===== config.mk =====
export PLATFORM = sky130hd
export DESIGN_NAME = pipe_stage_buf
export DESIGN_NICKNAME = d
export VERILOG_FILES = /design/src/rtl/pipe_stage_buf.sv
export SDC_FILE = /design/constraint.sdc
export NUM_CORES = 1
export LEC_CHECK = 0
export CORE_UTILIZATION = 53
export CTS_BUF_LIST = sky130_fd_sc_hd__clkbuf_8
export DETAILED_ROUTE_END_ITERATION = 7
export PLACE_DENSITY = 0.88
export SLEW_MARGIN = 10
export SYNTH_ARGS = -nofsm -noshare
export SYNTH_HDL_FRONTEND = slang
export SYNTH_SLANG_ARGS = --single-unit
export TNS_END_PERCENT = 1

===== constraint.sdc =====
create_clock -name CLK -period 10.1 [get_ports CLK]
set_input_delay 2.02 -clock CLK [delete_from_list [all_inputs] [get_ports CLK]]
set_output_delay 2.02 -clock CLK [all_outputs]
set_load 0.05 [all_outputs]

===== src/rtl/pipe_stage_buf.sv =====
// Elastic pipeline buffer: a DEPTH-entry FIFO between two valid/ready stages.
// Define PIPE_STAGE_BUBBLE_CNT_EN to add a saturating 16-bit bubble-cycle counter.
module pipe_stage_buf #(
  parameter int WIDTH = 64,
  parameter int DEPTH = 2
) (
  input  logic                       CLK,
  input  logic                       RST,
  input  logic                       flush,
  input  logic                       in_valid,
  input  logic [WIDTH-1:0]           in_data,
  output logic                       in_ready,
  output logic                       out_valid,
  output logic [WIDTH-1:0]           out_data,
  input  logic                       out_ready,
  output logic [$clog2(DEPTH+1)-1:0] count
`ifdef PIPE_STAGE_BUBBLE_CNT_EN
  ,
  output logic [15:0]                bubbles
`endif
);

  localparam int CW = $clog2(DEPTH + 1);
  localparam int PW = (DEPTH > 1) ? $clog2(DEPTH) : 1;

  logic [WIDTH-1:0] mem [DEPTH];
  logic [PW-1:0]    rd_ptr;
  logic [PW-1:0]    wr_ptr;
  logic             push;
  logic             pop;

  // Explicit wrap so non-power-of-two depths never index past the last entry.
  function automatic logic [PW-1:0] wrap_inc(input logic [PW-1:0] p);
    if (p == PW'(DEPTH - 1)) begin
      return '0;
    end
    return p + PW'(1);
  endfunction

  assign in_ready  = (count < CW'(DEPTH));
  assign out_valid = (count != '0);
  assign out_data  = mem[rd_ptr];

  assign push = in_valid && in_ready && !flush;
  assign pop  = out_valid && out_ready && !flush;

  // Storage has no reset; occupancy alone decides what is valid.
  always_ff @(posedge CLK) begin
    if (push) begin
      mem[wr_ptr] <= in_data;
    end
  end

  always_ff @(posedge CLK) begin
    if (RST || flush) begin
      rd_ptr <= '0;
      wr_ptr <= '0;
      count  <= '0;
    end else begin
      if (push) begin
        wr_ptr <= wrap_inc(wr_ptr);
      end
      if (pop) begin
        rd_ptr <= wrap_inc(rd_ptr);
      end
      case ({push, pop})
        2'b10:   count <= count + CW'(1);
        2'b01:   count <= count - CW'(1);
        default: count <= count;
      endcase
    end
  end

`ifdef PIPE_STAGE_BUBBLE_CNT_EN
  // Counts idle output cycles; survives flush so stalls stay visible.
  always_ff @(posedge CLK) begin
    if (RST) begin
      bubbles <= '0;
    end else if (!out_valid && (bubbles != 16'hFFFF)) begin
      bubbles <= bubbles + 16'd1;
    end
  end
`endif

endmodule


## Word-level counts from Yosys, hierarchy flattened

Memory sizes are Yosys's and may differ from the RTL's. A register that Yosys moved wholly into a read port is not among the register bits.
Index checks and enable logic that the tools add are counted.
Widths: inputs -> output; s select.

- RAM bits: 128
- Bits in registers: 4
- Memories: 1
- Word-level logic and storage cells: 34
- Output and inout bits: 68

- Eq/ne operators: 2
- $lt $le $gt $ge: 1
- Reductions and logical operators: 8
- Multiplexer cells: 15
- $add $sub $neg: 4

Memories:

| memory | depth | width | rd ports | clocked after Yosys merged registers in | write ports | RTL line | source |
|---|---|---|---|---|---|---|---|
| mem | 2 | 64 | 1 | 1 | 1 | 26 | `logic [WIDTH-1:0] mem [DEPTH];` |

Operators with widths:

| cell | count |
|---|---|
| $mux 1 | 14 |
| $logic_and 1x1->1 | 4 |
| $pmux 2 s2 | 1 |
| $reduce_bool 2->1 | 2 |
| $add 1x1->1 const B | 2 |
| $add 2x1->2 const B | 1 |
| $eq 2x1->1 const B | 1 |
| $eq 2x2->1 const B | 1 |
| $lt 2x2->1 const B | 1 |
| $sub 2x1->2 const B | 1 |
| $logic_not 1->1 | 1 |
| $logic_or 1x1->1 | 1 |

## Longest topological paths before layout

Gate-level depths: netlist of the first run.

- Depth in word-level cells: 8
- Mapped depth: 6
- Gate-level depth less buffers: 6

## Worst setup path after synthesis of the first run

No wires, ideal clock.

- Kind: input to register
- From: in in_valid
- To: mem mem[0][0] (enable)
- Arrival time: 4.993 ns
- Slack: 4.621 ns
- Setup time: 0.486 ns
- Data required time: 9.614 ns
- Stages on the path: 3
- Path through: nor2b_1 nand2b_1 nor2_1

- Longest elaborated chain between the ends: 4

RTL lines:

| item | RTL line | source |
|---|---|---|
| from (decl) | 10 | `input logic in_valid,` |
| $logic_and 1x1->1 (2 in a row) | 44 | `assign push = in_valid && in_ready && !flush;` |
| $mux 1 | 49 | `if (push) begin` |
| $mux 1 (not written as such) | 50 | `mem[wr_ptr] <= in_data;` |
| to (decl) | 26 |  |

Every way passes these cells.

==> key figures, run 1 <==
Run status
  – Status: completed

Clock network
  – TritonCTS clock tree: built
  – Clock buffer depth: 2
  – Clock latency on the worst-skew pair: 0.41 ns
  – Hold buffers post-CTS: 0
  – CTS Sinks: roughly 130
  – CTS clk-pin slew, worst paths: ~0.070 ns
  – Clk root buf: clkbuf_8
  – Setup bufs post-CTS: 0
  – CTS resizes: 0
  – Num CTS Buffers: 17
  – Htree depth: 4

Setup path
  – Peak fanout along the critical path: 40
  – Worst setup EP type: output port
  – Startpoint types: flip-flop
  – Crit path max-delay family: buffers and inverters
  – CP max stage delay: a little over 0.7 ns
  – Slowest cell on crit path: clkdlybuf4s50_1
  – Reg2Reg Launch Point: count[1]$_SDFFE_PP0P_
  – CP Buf/Inv Count: 2
  – Cell-by-cell trace of the critical path: buf_4, mux2_2, clkdlybuf4s50_1
  – Critical path type: reg2out
  – Crit path DAT: ~2.8 ns
  – Crit path required time: roughly 8.1 ns

STA
  – Slew Viols, Final: 0
  – Final Critical Period: ~4.9 ns
  – Final worst slack: about 5.2 ns
  – Period utilization: 48.0%
  – Slew HR: between 50 and 60%
  – RSZ-0062 raised after global routing: no
  – Fmax: approximately 200 MHz
  – Worst slew pin tran: ~0.64 ns
  – Final setup fails: 0
  – Fin. Hold Viols: 0
  – Worst Skew: between 0.01 and 0.015 ns
  – Sum of negative setup slack: 0 ns
  – Hold WS: 0.581 ns

Detailed routing
  – DR iter-0 viols: between 100 and 150
  – DR pass1 iterations: 4
  – Wire length per cell: around 17 um
  – Drt total wl: about 8600 um
  – DRT antenna net count: 0
  – DR vias: around 2600
  – DRC Markers: 0
  – Via density per instance: 5.18

Die
  – Initial Util: 55.1%
  – Io pins: ~140
  – Core Area: between 8000 and 9000 um^2
  – Die extent in x: ~100 um
  – Die Ht: approximately 97 um
  – Rows: 34
  – Die ar.: 9500 um^2

Global routing
  – Global route total overflow: 0
  – Largest net degree at the start of global routing: between 40 and 50
  – Initial antenna violation count: 0
  – Vias in the first global route: between 2000 and 3000
  – Global-route wire length before repair: about 13000 um
  – GRT Total Usage: 18.8%

Yosys
  – Compound-gate portion of the synthesized area: less than 1%
  – Mux cell area share after synthesis: 14.9%
  – Post-Syn Area: around 4800 um^2
  – Post-synth ARST share: 0%
  – Top cells by count, synth: 128 x edfxtp_1, 64 x mux2_2, 7 x buf_2, 5 x dfxtp_1, 4 x nor3_1
  – Number of enable flip-flop cells after synthesis: approximately 130
  – Post-synthesis adder-cell area fraction: 0.259%
  – Top-count cell post-synth: edfxtp_1
  – Synthesized netlist cell count: about 230
  – Yosys top cell area share: around four fifths
  – Post-synthesis sequential area ratio: about 80%
  – YS warnings: 0
  – Largest family of logic cells by synthesized area: multiplexers
  – XOR/XNOR share of the synthesized area: 0.726%
  – Synthesized area per cell: between 20 and 25 um^2
  – Top FF cell, synth: edfxtp_1
  – Cell variety after synth: 16
  – Yosys top cell by area: edfxtp_1
  – Seq cells post-synth: around 130
  – Area contributors post-synth: edfxtp_1 80%, mux2_2 15%, dfxtp_1 2.1%, buf_2 0.73%, nor3_1 0.41%
  – Post-Synth Simple-Gate Area: 1.17%
  – Syn_nets: approximately 300

Place
  – DP Worst Slack: 5.65 ns
  – Placed cell areas: roughly 6300 um^2
  – Placer congestion estimate: roughly 0.75
  – Post-DP HPWL: 5660 um
  – PortBufs: ~140

Final layout
  – Diode count: 0
  – Final Instance Area: 6700 um^2
  – Post-layout util: between 70% and 80%
  – Fillers: between 500 and 600
  – Share of cells above drive strength 1: 26.1%
  – Footprint of the multi-input gates: roughly 860 um^2
  – Area Growth Syn to Fin: 38.8%
  – Final net count: around 450
  – Register area: 3950 um^2

Min path
  – Hold Startpoint: rd_ptr$_SDFFE_PP0P_
  – Min-delay worst type: reg2reg

Power
  – Peak supply drop: ~0.10 mV
  – P per Cell Area: 174 nW/um^2
  – Leakage: 2.20 nW

Flow run
  – Max Cap Violations: 0
==> per-layer routing <==
metal | vias to the layer above | GRT usage (%) | wire [um]
li1 | 1190 | - | -
met1 | 1256 | 23.6 | 3530
met2 | 100 | 30.4 | 4380
met3 | 17 | 5.68 | 505
met4 | 0 | 7.69 | 160
met5 | - | 0 | 0
==> layout by cell type, fill, tap and decap left out, drive strengths merged <==
cell / instances
a211oi: 1
buf: 3
bufinv: 2
clkbuf: 17
clkdlybuf4s50: 136
clkinv: 5
clkinvlp: 6
dfxtp: 5
edfxtp: 128
ha: 1
inv: 2
mux2: 64
nand2b: 1
nor2: 3
nor2b: 1
nor3: 4
o21ai: 2
or2: 1
or3: 1
xnor2: 2
xor2: 2
==> through the flow <==
| stage | instances | total power [W] |
|---|---|---|
| 5_1_grt | 495 | 0.00120 |
| 2_1_floorplan | 225 | 0.000707 |
| 3_3_place_gp | 465 | 0.000764 |
| 6_report | 495 | 0.00116 |
| 4_1_cts | 495 | 0.00117 |
| 3_5_place_dp | 465 | 0.000767 |
==> flip-flops by register name, summed over array words and instances (netlist names), named ones only <==
signal  flops
rd_ptr      1
count       2
mem       128
wr_ptr      1
==> power breakdown <==
part / switching [W] / internal (W)
Clock: 0.000193 / 0.000215
Sequential: 0.00000445 / 0.000623
Combinational: 0.0000724 / 0.0000549
Total: 0.000270 / 0.000893
==> kinds of logic (layout without fill, tap and decap cells) <==
family / count (synthesis) / after routing
flip-flops: 133 / 133
multiplexers: 64 / 64
AND/OR/NAND/NOR: 11 / 11
buffers and inverters: 9 / 171
XOR/XNOR: 4 / 4
AO/OA/AOI/OAI: 3 / 3
adder cells (fa/ha/maj): 1 / 1
==> path summary, 6_finish.rpt <==
path	end	slack (ns)	cells past startpoint
worst max-delay path	out_data[31]	5.25	3
worst min-delay path	flip-flop	0.58	2
worst max register to register	mem[1][42]$_DFFE_PP_	7.82	4
worst min register to register	flip-flop	0.58	2
==> area by class of cell <==
cell class              count  area share, %
clock buffers              17           3.49
clock inverters            13           2.05
inverters                   2          0.112
multi-input cells          83           12.8
flip-flops and latches    133           58.9
well taps                 108           2.02
repair buffers            139           20.7
==> worst min-delay path: cells and delay by family, from the launching register on <==
kind	cells	cell delay (ns)
DFF	1	0.34
and+or+nand+nor	1	0.12
xor gates and xnor gates	1	0.08
(Power assumes the default switching activity.)
==> run 2: changes to the inputs <==
--- a/config.mk
+++ b/config.mk
@@ -5,10 +5,10 @@
 export SDC_FILE = /design/constraint.sdc
 export NUM_CORES = 1
 export LEC_CHECK = 0
-export CORE_UTILIZATION = 53
+export CORE_UTILIZATION = 49
 export CTS_BUF_LIST = sky130_fd_sc_hd__clkbuf_8
 export DETAILED_ROUTE_END_ITERATION = 7
-export PLACE_DENSITY = 0.88
+export PLACE_DENSITY = 0.82
 export SLEW_MARGIN = 10
 export SYNTH_ARGS = -nofsm -noshare
 export SYNTH_HDL_FRONTEND = slang
==> constraint.sdc (replaced) <==
create_clock -name CLK -period 4.65 [get_ports CLK]
set_input_delay 0.93 -clock CLK [delete_from_list [all_inputs] [get_ports CLK]]
set_output_delay 0.93 -clock CLK [all_outputs]
set_load 0.05 [all_outputs]
==> key figures, run 2 (synthesis gave the netlist of run 1 again) <==
Run status
  – Status: completed

Die
  – Die extent in x: between 100 and 150 um
  – Io pins: approximately 140
  – Die ar.: between 10000 and 15000 um^2
  – Core Area: 9370 um^2
  – Rows: 35
  – Die Ht: about 100 um
  – Initial Util: 51.5%

STA
  – Fin. Hold Viols: 0
  – Worst slew pin tran: just under 0.8 ns
  – Slew HR: approximately 48%
  – Final worst slack: roughly 0.96 ns
  – Final setup fails: 0
  – Worst Skew: approximately 0.014 ns
  – Period utilization: 79.3%
  – Final Critical Period: 3.69 ns
  – Sum of negative setup slack: 0 ns
  – RSZ-0062 raised after global routing: no
  – Hold WS: a little under 0.6 ns
  – Fmax: around 270 MHz
  – Slew Viols, Final: 0

Min path
  – Sink of the worst hold path: count[1]$_SDFFE_PP0P_
  – Worst hold stages: 2
  – Min-delay worst type: reg2reg
  – Hold Startpoint: count[1]$_SDFFE_PP0P_

Setup path
  – Startpoint types: flip-flop
  – R2R depth: 4
  – Worst reg-to-reg setup slack: about 2.6 ns
  – Reg2Reg Launch Point: count[1]$_SDFFE_PP0P_
  – Worst setup EP type: output port
  – Crit path required time: about 3.7 ns
  – Peak fanout along the critical path: 34
  – Reg2reg end: mem[0][2]$_DFFE_PP_
  – Critical path type: reg2out
  – Crit path DAT: around 2.8 ns

Power
  – P per Cell Area: 409 nW/um^2
  – Leakage: around 2.3 nW
  – Peak supply drop: between 0.2 and 0.25 mV

Final layout
  – Final net count: approximately 450
  – Most common cell after layout, fill and taps aside: clkdlybuf4s50_1
  – Largest register FFs: approximately 130
  – Post-layout util: 73.4%
  – Largest reg by FF count: mem
  – Share of cells above drive strength 1: about a quarter
  – Biggest regs: mem: 128 flops, count: 2 flops
  – Final Instance Area: ~6900 um^2
  – Area Growth Syn to Fin: 42.5%
  – Most frequent cells in the layout: 136 x clkdlybuf4s50_1, 128 x edfxtp_1, 64 x mux2_2
  – Diode count: 0

Clock network
  – TritonCTS clock tree: built
  – Clk root buf: clkbuf_8
  – Num CTS Buffers: 17
  – Clock buffer depth: 2
  – Setup bufs post-CTS: 0
  – Htree depth: 4
  – CTS resizes: 0
  – Clock latency on the worst-skew pair: about 0.42 ns
  – CTS Sinks: 133
  – CTS clk-pin slew, worst paths: 0.07 ns
  – Hold buffers post-CTS: 0

Place
  – DP Worst Slack: approximately 1.3 ns
  – PortBufs: between 100 and 150
  – Post-DP HPWL: ~5700 um
  – Placer congestion estimate: ~0.72
  – Placed cell areas: between 6000 and 7000 um^2

Detailed routing
  – DR vias: 2577
  – DR pass1 iterations: 4
  – Via density per instance: about 5.0
  – M1 WL: between 3000 and 4000 um
  – Top sig layer: met4
  – Metal3 WL: 488 um
  – DR iter-0 viols: roughly 90
  – Met2 WL: between 4000 and 5000 um
  – DRT antenna net count: 0
  – Drt total wl: slightly below 9000 um
  – Wire length per cell: ~17 um
  – DRC Markers: 0

Global routing
  – Global route total overflow: 0
  – GRT Total Usage: 17.8%
  – Global-route wire length before repair: between 10000 and 15000 um
  – Largest net degree at the start of global routing: 35
  – Vias in the first global route: 2705
  – Initial antenna violation count: 0

Flow run
  – Max Cap Violations: 0
[run 2: changes by cell type in the layout (fill, tap and decap cells not counted)]
cell and delta:
buf_12 +1, buf_4 +2, bufinv_16 +5, clkinv_1 +1, clkinv_2 -3, clkinv_4 +2, clkinvlp_4 -5
[run 2: worst max-delay path by stage]
| stage | startpoint | to | slack, ns | depth (start not counted) |
|---|---|---|---|---|
| 4_1_cts | flip-flop | out_data[49] | 0.89 | 3 |
| 5_1_grt | flip-flop | out_data[46] | 0.81 | 3 |
| 2_1_floorplan | in_valid | mem[0][0]$_DFFE_PP_ | 0.26 | 3 |
| 3_3_place_gp | flip-flop | out_data[21] | 1.38 | 3 |
| 3_5_place_dp | flip-flop | out_data[49] | 1.35 | 3 |
| 6_report | flip-flop | out_data[49] | 0.96 | 3 |
[run 2: layout make-up]
| cell class | instances | area, um^2 |
|---|---|---|
| tap | 129 | 161 |
| clock inverter | 13 | 256 |
| clock buffer | 17 | 234 |
| inverter | 2 | 7.51 |
| timing repair buffer | 142 | 1420 |
| multi-input combinational | 83 | 857 |
| sequential | 133 | 3950 |
| fill | 602 | 2490 |
[run 2: metrics by stage]
| stage | std cells | power [W] |
|---|---|---|
| 6_report | 519 | 0.00281 |
| 5_1_grt | 519 | 0.00290 |
| 4_1_cts | 519 | 0.00284 |
| 3_5_place_dp | 489 | 0.00167 |
| 3_3_place_gp | 489 | 0.00166 |
| 2_1_floorplan | 225 | 0.00154 |
[run 2: power by group]
part / switching [W] / total, W / leakage (nW) / internal, W
logic: 0.000155 / 0.000277 / 0.837 / 0.000121
registers: 0.0000100 / 0.00136 / 1.22 / 0.00135
clock network: 0.000431 / 0.00117 / 0.239 / 0.000742
[run 2: worst max-delay path, cell delays in order (launching register included)]
cell and delay, ns:
dfxtp_2 0.83, buf_4 0.39, mux2_2 0.38, clkdlybuf4s50_1 0.71
[run 2: per-layer routing]
| layer | vias to the layer above | global-route usage [%] |
|---|---|---|
| met2 | 93 | 31.3 |
| met5 | - | 0 |
| met4 | 0 | 7.13 |
| met3 | 10 | 6.35 |
| li1 | 1199 | - |
| met1 | 1275 | 19.7 |
